### config.mk
export PLATFORM = sky130hd
export DESIGN_NAME = core_sequencer_flat
export DESIGN_NICKNAME = d
export VERILOG_FILES = /design/src/rtl/core_pkg.sv /design/src/rtl/core_sequencer_if.sv /design/src/rtl/mem_handshake.sv /design/src/rtl/core_sequencer.sv /design/src/flat_wrapper.sv
export SDC_FILE = /design/constraint.sdc
export NUM_CORES = 1
export LEC_CHECK = 0
export ABC_AREA = 1
export CAP_MARGIN = 0
export CORE_ASPECT_RATIO = 1.2
export CORE_UTILIZATION = 40
export CTS_CLUSTER_DIAMETER = 150
export DETAILED_ROUTE_END_ITERATION = 10
export GPL_ROUTABILITY_DRIVEN = 0
export PLACE_DENSITY_LB_ADDON = 0.05
export SLEW_MARGIN = 20
export SYNTH_ARGS = -nofsm -noshare
export SYNTH_HDL_FRONTEND = slang
export SYNTH_SLANG_ARGS = --single-unit
### constraint.sdc
create_clock -name clock -period 1.4 [get_ports clock]
set_input_delay 0.28 -clock clock [delete_from_list [all_inputs] [get_ports clock]]
set_output_delay 0.28 -clock clock [all_outputs]
set_load 0.01 [all_outputs]
### src/rtl/core_pkg.sv
// Shared types for the instruction sequencer: FSM states,
// opcode map and opcode-class decode.
package core_pkg;

    typedef enum logic [2:0] {
        S_IDLE,
        S_FETCH,
        S_DECODE,
        S_MEM_RD,
        S_MEM_WR,
        S_EXEC,
        S_HALT,
        S_ERROR
    } state_t;

    typedef enum logic [2:0] {
        C_NOP,
        C_LOAD,
        C_STORE,
        C_JMP,
        C_JZ,
        C_ALU,
        C_HALT
    } opc_class_t;

    localparam logic [3:0] OP_NOP    = 4'd0;
    localparam logic [3:0] OP_LOAD   = 4'd1;
    localparam logic [3:0] OP_STORE  = 4'd2;
    localparam logic [3:0] OP_JMP    = 4'd3;
    localparam logic [3:0] OP_JZ     = 4'd4;
    localparam logic [3:0] OP_ALU_LO = 4'd5;
    localparam logic [3:0] OP_ALU_HI = 4'd14;
    localparam logic [3:0] OP_HALT   = 4'd15;

    // Anything not matched (including OP_NOP) behaves as NOP.
    function automatic opc_class_t opc_class(input logic [3:0] opc);
        opc_class_t c;
        c = C_NOP;
        unique case (1'b1)
            opc == OP_LOAD:  c = C_LOAD;
            opc == OP_STORE: c = C_STORE;
            opc == OP_JMP:   c = C_JMP;
            opc == OP_JZ:    c = C_JZ;
            opc == OP_HALT:  c = C_HALT;
            (opc >= OP_ALU_LO) && (opc <= OP_ALU_HI): c = C_ALU;
            default:         c = C_NOP;
        endcase
        return c;
    endfunction

endpackage

### src/rtl/core_sequencer_if.sv
// IRAM and DRAM request/ready bus between the sequencer
// (master) and the memories (slave).
interface core_sequencer_if #(
    parameter int DATA_W = 16,
    parameter int ADDR_W = 12
);
    logic              iram_rd_en;
    logic [ADDR_W-1:0] iram_addr;
    logic [DATA_W-1:0] iram_rdata;
    logic              iram_ready;
    logic              dram_rd_en;
    logic              dram_wr_en;
    logic [ADDR_W-1:0] dram_addr;
    logic [DATA_W-1:0] dram_rdata;
    logic              dram_ready;

    modport master (
        output iram_rd_en, iram_addr,
        input  iram_rdata, iram_ready,
        output dram_rd_en, dram_wr_en, dram_addr,
        input  dram_rdata, dram_ready
    );

    modport slave (
        input  iram_rd_en, iram_addr,
        output iram_rdata, iram_ready,
        input  dram_rd_en, dram_wr_en, dram_addr,
        output dram_rdata, dram_ready
    );
endinterface

### src/rtl/mem_handshake.sv
// Wait-state tracker for one memory port: transfer completion
// and timeout once MAX_WAIT consecutive not-ready cycles pass.
module mem_handshake #(
    parameter int MAX_WAIT = 15
) (
    input  logic clock,
    input  logic reset_n,
    input  logic req,
    input  logic ready,
    output logic done,
    output logic timeout
);
    localparam int CW = $clog2(MAX_WAIT + 1);
    localparam logic [CW-1:0] LAST = CW'(MAX_WAIT - 1);

    logic [CW-1:0] cnt;

    // Cleared whenever the request is idle, so each new request
    // starts counting from zero.
    always_ff @(posedge clock or negedge reset_n) begin
        if (!reset_n) begin
            cnt <= '0;
        end else if (!req || ready) begin
            cnt <= '0;
        end else begin
            cnt <= cnt + 1'b1;
        end
    end

    assign done    = req & ready;
    assign timeout = req & ~ready & (cnt == LAST);
endmodule

### src/rtl/core_sequencer.sv
// Instruction sequencer: fetch, decode, memory handshakes and
// one-cycle datapath strobes, with halt/resume and timeout.
module core_sequencer
    import core_pkg::*;
#(
    parameter int DATA_W   = 16,
    parameter int ADDR_W   = 12,
    parameter int OPC_W    = 4,
    parameter int MAX_WAIT = 15
) (
    input  logic              clock,
    input  logic              reset_n,
    input  logic              start,
    input  logic              halt_req,
    input  logic              zero_flag,
    core_sequencer_if.master  mem,
    output logic [ADDR_W-1:0] pc_out,
    output logic [DATA_W-1:0] ir_out,
    output logic [DATA_W-1:0] mdr_out,
    output logic              ld_en,
    output logic              alu_en,
    output logic              busy,
    output logic              halted,
    output logic              timeout_err
);
    state_t            state;
    state_t            state_nx;
    logic [ADDR_W-1:0] pc;
    logic [DATA_W-1:0] ir;
    logic [DATA_W-1:0] mdr;
    logic [ADDR_W-1:0] operand;
    opc_class_t        cls;
    logic              i_req;
    logic              d_req;
    logic              i_done;
    logic              i_tmo;
    logic              d_done;
    logic              d_tmo;
    logic              take_jump;

    assign operand = ir[ADDR_W-1:0];
    assign cls     = opc_class(ir[DATA_W-1 -: OPC_W]);
    assign i_req   = (state == S_FETCH);
    assign d_req   = (state == S_MEM_RD) || (state == S_MEM_WR);

    assign take_jump = (state == S_DECODE) &&
                       ((cls == C_JMP) || ((cls == C_JZ) && zero_flag));

    mem_handshake #(.MAX_WAIT(MAX_WAIT)) u_iram (
        .clock   (clock),
        .reset_n (reset_n),
        .req     (i_req),
        .ready   (mem.iram_ready),
        .done    (i_done),
        .timeout (i_tmo)
    );

    mem_handshake #(.MAX_WAIT(MAX_WAIT)) u_dram (
        .clock   (clock),
        .reset_n (reset_n),
        .req     (d_req),
        .ready   (mem.dram_ready),
        .done    (d_done),
        .timeout (d_tmo)
    );

    always_ff @(posedge clock or negedge reset_n) begin
        if (!reset_n) begin
            state <= S_IDLE;
        end else begin
            state <= state_nx;
        end
    end

    always_comb begin
        state_nx = state;
        unique case (state)
            S_IDLE: begin
                if (start) state_nx = S_FETCH;
            end
            S_FETCH: begin
                if (i_done)     state_nx = S_DECODE;
                else if (i_tmo) state_nx = S_ERROR;
            end
            S_DECODE: begin
                unique case (cls)
                    C_LOAD:  state_nx = S_MEM_RD;
                    C_STORE: state_nx = S_MEM_WR;
                    C_HALT:  state_nx = S_HALT;
                    default: state_nx = S_EXEC;
                endcase
            end
            S_MEM_RD, S_MEM_WR: begin
                if (d_done)     state_nx = S_EXEC;
                else if (d_tmo) state_nx = S_ERROR;
            end
            S_EXEC: begin
                state_nx = halt_req ? S_HALT : S_FETCH;
            end
            S_HALT: begin
                if (start) state_nx = S_FETCH;
            end
            S_ERROR: state_nx = S_ERROR;
            default: state_nx = S_IDLE;
        endcase
    end

    always_ff @(posedge clock or negedge reset_n) begin
        if (!reset_n) begin
            pc  <= '0;
            ir  <= '0;
            mdr <= '0;
        end else begin
            if ((state == S_IDLE) && start) pc <= '0;
            if (i_done) begin
                ir <= mem.iram_rdata;
                pc <= pc + 1'b1;
            end
            if (take_jump) pc <= operand;
            if (d_done && (state == S_MEM_RD)) mdr <= mem.dram_rdata;
        end
    end

    assign mem.iram_rd_en = i_req;
    assign mem.iram_addr  = pc;
    assign mem.dram_rd_en = (state == S_MEM_RD);
    assign mem.dram_wr_en = (state == S_MEM_WR);
    assign mem.dram_addr  = operand;

    assign pc_out      = pc;
    assign ir_out      = ir;
    assign mdr_out     = mdr;
    assign ld_en       = (state == S_EXEC) && (cls == C_LOAD);
    assign alu_en      = (state == S_EXEC) && (cls == C_ALU);
    assign busy        = (state != S_IDLE) && (state != S_HALT) &&
                         (state != S_ERROR);
    assign halted      = (state == S_HALT);
    assign timeout_err = (state == S_ERROR);
endmodule

### src/flat_wrapper.sv
// flat-port wrapper written by rule: the top's interface ports become plain ports
module core_sequencer_flat import core_pkg::*;
#(
    parameter int DATA_W   = 16,
    parameter int ADDR_W   = 12,
    parameter int OPC_W    = 4,
    parameter int MAX_WAIT = 15
)
  (clock, reset_n, start, halt_req, zero_flag, pc_out, ir_out, mdr_out, ld_en, alu_en, busy, halted, timeout_err, mem_iram_rd_en, mem_iram_addr, mem_iram_rdata, mem_iram_ready, mem_dram_rd_en, mem_dram_wr_en, mem_dram_addr, mem_dram_rdata, mem_dram_ready);
  core_sequencer_if #(.DATA_W(DATA_W), .ADDR_W(ADDR_W)) mem_i ();
  input  logic clock;
  input  logic reset_n;
  input  logic start;
  input  logic halt_req;
  input  logic zero_flag;
  output logic [ADDR_W-1:0] pc_out;
  output logic [DATA_W-1:0] ir_out;
  output logic [DATA_W-1:0] mdr_out;
  output logic ld_en;
  output logic alu_en;
  output logic busy;
  output logic halted;
  output logic timeout_err;
  output wire logic [$bits(mem_i.iram_rd_en)-1:0] mem_iram_rd_en;
  output wire logic [$bits(mem_i.iram_addr)-1:0] mem_iram_addr;
  input wire logic [$bits(mem_i.iram_rdata)-1:0] mem_iram_rdata;
  input wire logic [$bits(mem_i.iram_ready)-1:0] mem_iram_ready;
  output wire logic [$bits(mem_i.dram_rd_en)-1:0] mem_dram_rd_en;
  output wire logic [$bits(mem_i.dram_wr_en)-1:0] mem_dram_wr_en;
  output wire logic [$bits(mem_i.dram_addr)-1:0] mem_dram_addr;
  input wire logic [$bits(mem_i.dram_rdata)-1:0] mem_dram_rdata;
  input wire logic [$bits(mem_i.dram_ready)-1:0] mem_dram_ready;
  assign mem_iram_rd_en = mem_i.iram_rd_en;
  assign mem_iram_addr = mem_i.iram_addr;
  assign mem_i.iram_rdata = mem_iram_rdata;
  assign mem_i.iram_ready = mem_iram_ready;
  assign mem_dram_rd_en = mem_i.dram_rd_en;
  assign mem_dram_wr_en = mem_i.dram_wr_en;
  assign mem_dram_addr = mem_i.dram_addr;
  assign mem_i.dram_rdata = mem_dram_rdata;
  assign mem_i.dram_ready = mem_dram_ready;
  core_sequencer #(.DATA_W(DATA_W), .ADDR_W(ADDR_W), .OPC_W(OPC_W), .MAX_WAIT(MAX_WAIT)) u_core (.clock(clock), .reset_n(reset_n), .start(start), .halt_req(halt_req), .zero_flag(zero_flag), .mem(mem_i), .pc_out(pc_out), .ir_out(ir_out), .mdr_out(mdr_out), .ld_en(ld_en), .alu_en(alu_en), .busy(busy), .halted(halted), .timeout_err(timeout_err));
endmodule
==> metrics.csv <==
metric;value;unit
Core Area;7274;µm²
Async S/R FF share, synth;100.0;%
most frequent cell after synthesis;nand2_1;
end of the critical path;busy;
failing checks;negative setup slack;
CP Launch Point;u_core.state[1];
Worst Path Buf+Inv;3;
placed cell areas;4212;µm²
Synth Flop Type;dfrtp_1;
Hold WS;0.4619;ns
first-pass GRT wire length;14140;µm
total negative slack;-5.812;ns
Die H;97.09;µm
Inst Count DP;549;
Worst R2R Start;u_core.state[1];
num ports;115;
period utilisation layout;114.5;%
synthesized area;3014;µm²
max-cap viol count;0;
diode count;0;
total congestion overflow;0;
Yosys top cell by area;dfrtp_1;
pre-CTS WS;-0.2254;ns
GR Util All Layers;23.38;%
# port buffers;114;
Synth Register Bits;55;
clk slew on worst S/H paths;0.11;ns
Pins Over Slew Limit;0;
DR pass1 iterations;4;
H-Tree Depth;2;
vias;3052;
Rows;34;
CP Data Required Time;1.12;ns
mean cell area of the mapped netlist;8.515;µm²
Crit path arrival time;1.32;ns
Synth area leaders;dfrtp_1, nand2_1, nand3_1;
fmax;0.6240;GHz
Lkg Pwr;2.926;nW
Die W;81.25;µm
Final Hold Fails;0;
element type at the critical path start;flip-flop;
Clock Latency Late Sink;0.32;ns
HPWL after DPL;5369;µm
largest net degree at the start of global routing;56;
Post-Layout Cell Count;610;
initial antenna violation count;0;
R2R depth;11;
kind of critical path;reg -> out;
Routed wire per std cell;14.98;µm
DRC;0;
EDFF count, synth;0;
final total power;2.718;mW
antenna viol nets, final;0;
CP peak stage delay;0.47;ns
Gate Count Post-Synth;354;
NumNets Final;563;
synth unique cells;25;
Critical Path Fanout Max;4;
synth warn;0;
cell family with most CP delay;flip-flops;
post-route cell area;5199;µm²
cells along the critical path;buf_6 -> inv_8 -> nand3_4 -> nand2_2 -> nor2_1 -> buf_2;
Slowest-stage cell, CP;dfrtp_2;
peak supply drop;0.4251;mV
CTS Sinks;55;
most frequent cells after synthesis;nand2_1, nand3_1, dfrtp_1;
Mapped Nets;398;
CTS tree;yes;
RSZ-0062 raised after global routing;yes;
power per cell area;522.8;nW/µm²
Worst Tran Pin Value;0.4555;ns
PnR worst setup slack;-0.2027;ns
Max-slew headroom;69.54;%
Die Area;7888;µm²
sequential area share after synthesis;45.66;%
Layout area overhead;72.48;%
CTS Buf Count;5;
Final Skew;0.01224;ns
# setup viols final;59;
vias in the first global route;3080;
share of cells above drive strength 1;41.35;%
area fraction of the dominant cell type after synthesis;45.66;%
worst r2r dst;u_core.mem.iram_addr[4];
Hold/Removal Path Class;in -> async;
Initial Util;41.43;%
root buffer cell;clkbuf_8;
drt initial violations;94;
R2R Setup Slk;-0.15;ns
Final min period;1.603;ns
utilization after layout;71.47;%
cell count along the critical path;6;
drt total wl;9138;µm
CTS Buffer Depth;2;
vias per cell;5.003;
Setup crit end kind;output port;
status;finished, violations left;
-- worst register-to-register path: stages (launching register included) --
cell and delay [ns]:
dfrtp_2 0.47, buf_6 0.16, inv_8 0.08, nand2_4 0.05, nor2_4 0.10, buf_6 0.14, nand2_8 0.07, clkinv_8 0.08
buf_12 0.10, buf_12 0.11, nand3b_1 0.08, nand3_1 0.07
-- report_power, final --
group          leakage [nW]  switching [mW]  internal [mW]
sequential            0.728               0           1.59
combinational          2.15          0.0674          0.102
clock                0.0484           0.553          0.408
total                  2.93           0.621           2.10
-- cells by family after synthesis --
logic type               share of synthesized area (%)
AND/OR/NAND/NOR                                  29.18
buffers and inverters                            13.03
flip-flops                                       45.66
multiplexers                                     7.223
AO/OA/AOI/OAI                                    1.660
adder cells (fa/ha/maj)                          2.076
XOR/XNOR                                         1.163
-- cell usage in the layout (no fill, tap or decap), types with 3 or more instances in the layout --
cell type / Yosys / final
ha_1: 5 / 5
nand2_1: 103 / 71
mux2_4: 10 / 15
nor2_4: 1 / 5
nor2_1: 24 / 12
dlygate4sd2_1: 0 / 60
nand4_1: 6 / 6
nand3_1: 56 / 30
buf_12: 1 / 8
inv_1: 28 / 22
nand2_4: 2 / 9
clkbuf_2: 0 / 4
nand3b_1: 3 / 3
buf_2: 1 / 7
dfrtp_1: 55 / 47
dfrtp_2: 0 / 8
buf_4: 28 / 52
nand3_4: 0 / 5
clkdlybuf4s50_1: 0 / 37
nand2_8: 0 / 3
inv_2: 5 / 6
buf_6: 3 / 17
nor2_2: 0 / 8
clkbuf_8: 0 / 6
nand3_2: 1 / 22
nand2_2: 1 / 24
-- registers in the layout (all words and copies together) (netlist names) --
name / cells
u_core.mdr_out: 16
u_core.ir_out: 16
u_core.u_iram.cnt: 4
u_core.state: 3
u_core.mem.iram_addr: 12
u_core.u_dram.cnt: 4
-- worst min path at each step --
stage / from / to / slack (ns) / cells after the start
global placement: reset_n / u_core.ir_out[1] / 0.31 / 2
floorplan: reset_n / u_core.ir_out[0] / -0.02 / 0
finish: reset_n / u_core.ir_out[2] / 0.46 / 3
CTS: mem_iram_rdata[9] / u_core.ir_out[9] / 0.47 / 3
global route: mem_iram_rdata[8] / u_core.ir_out[8] / 0.49 / 3
detailed placement: reset_n / u_core.ir_out[1] / 0.31 / 2
-- metal layers --
metal	global-route usage, %	wire length, µm
met5	0	0
met4	8.379	274
met3	3.944	433
met2	41.95	4866
met1	27.11	3564
-- final cells by class --
type                       count  area, µm²
multi-input combinational    234       1670
clock buffer                   7      86.33
timing repair buffer         190       1778
fill                         591       2076
tap                           90      112.6
clock inverter                 1      8.758
sequential                    55       1386
inverter                      33      156.4
-- timing repair --
item,4_1_cts,5_1_grt
pin swaps,20,17
hold buffers,1,0
resized for setup,187,87
gates cloned,5,0
endpoints found under the setup margin,96,62
endpoints found under the hold margin,55,0
setup buffers,41,7
No activity file was read; power rests on OpenSTA's default activity.
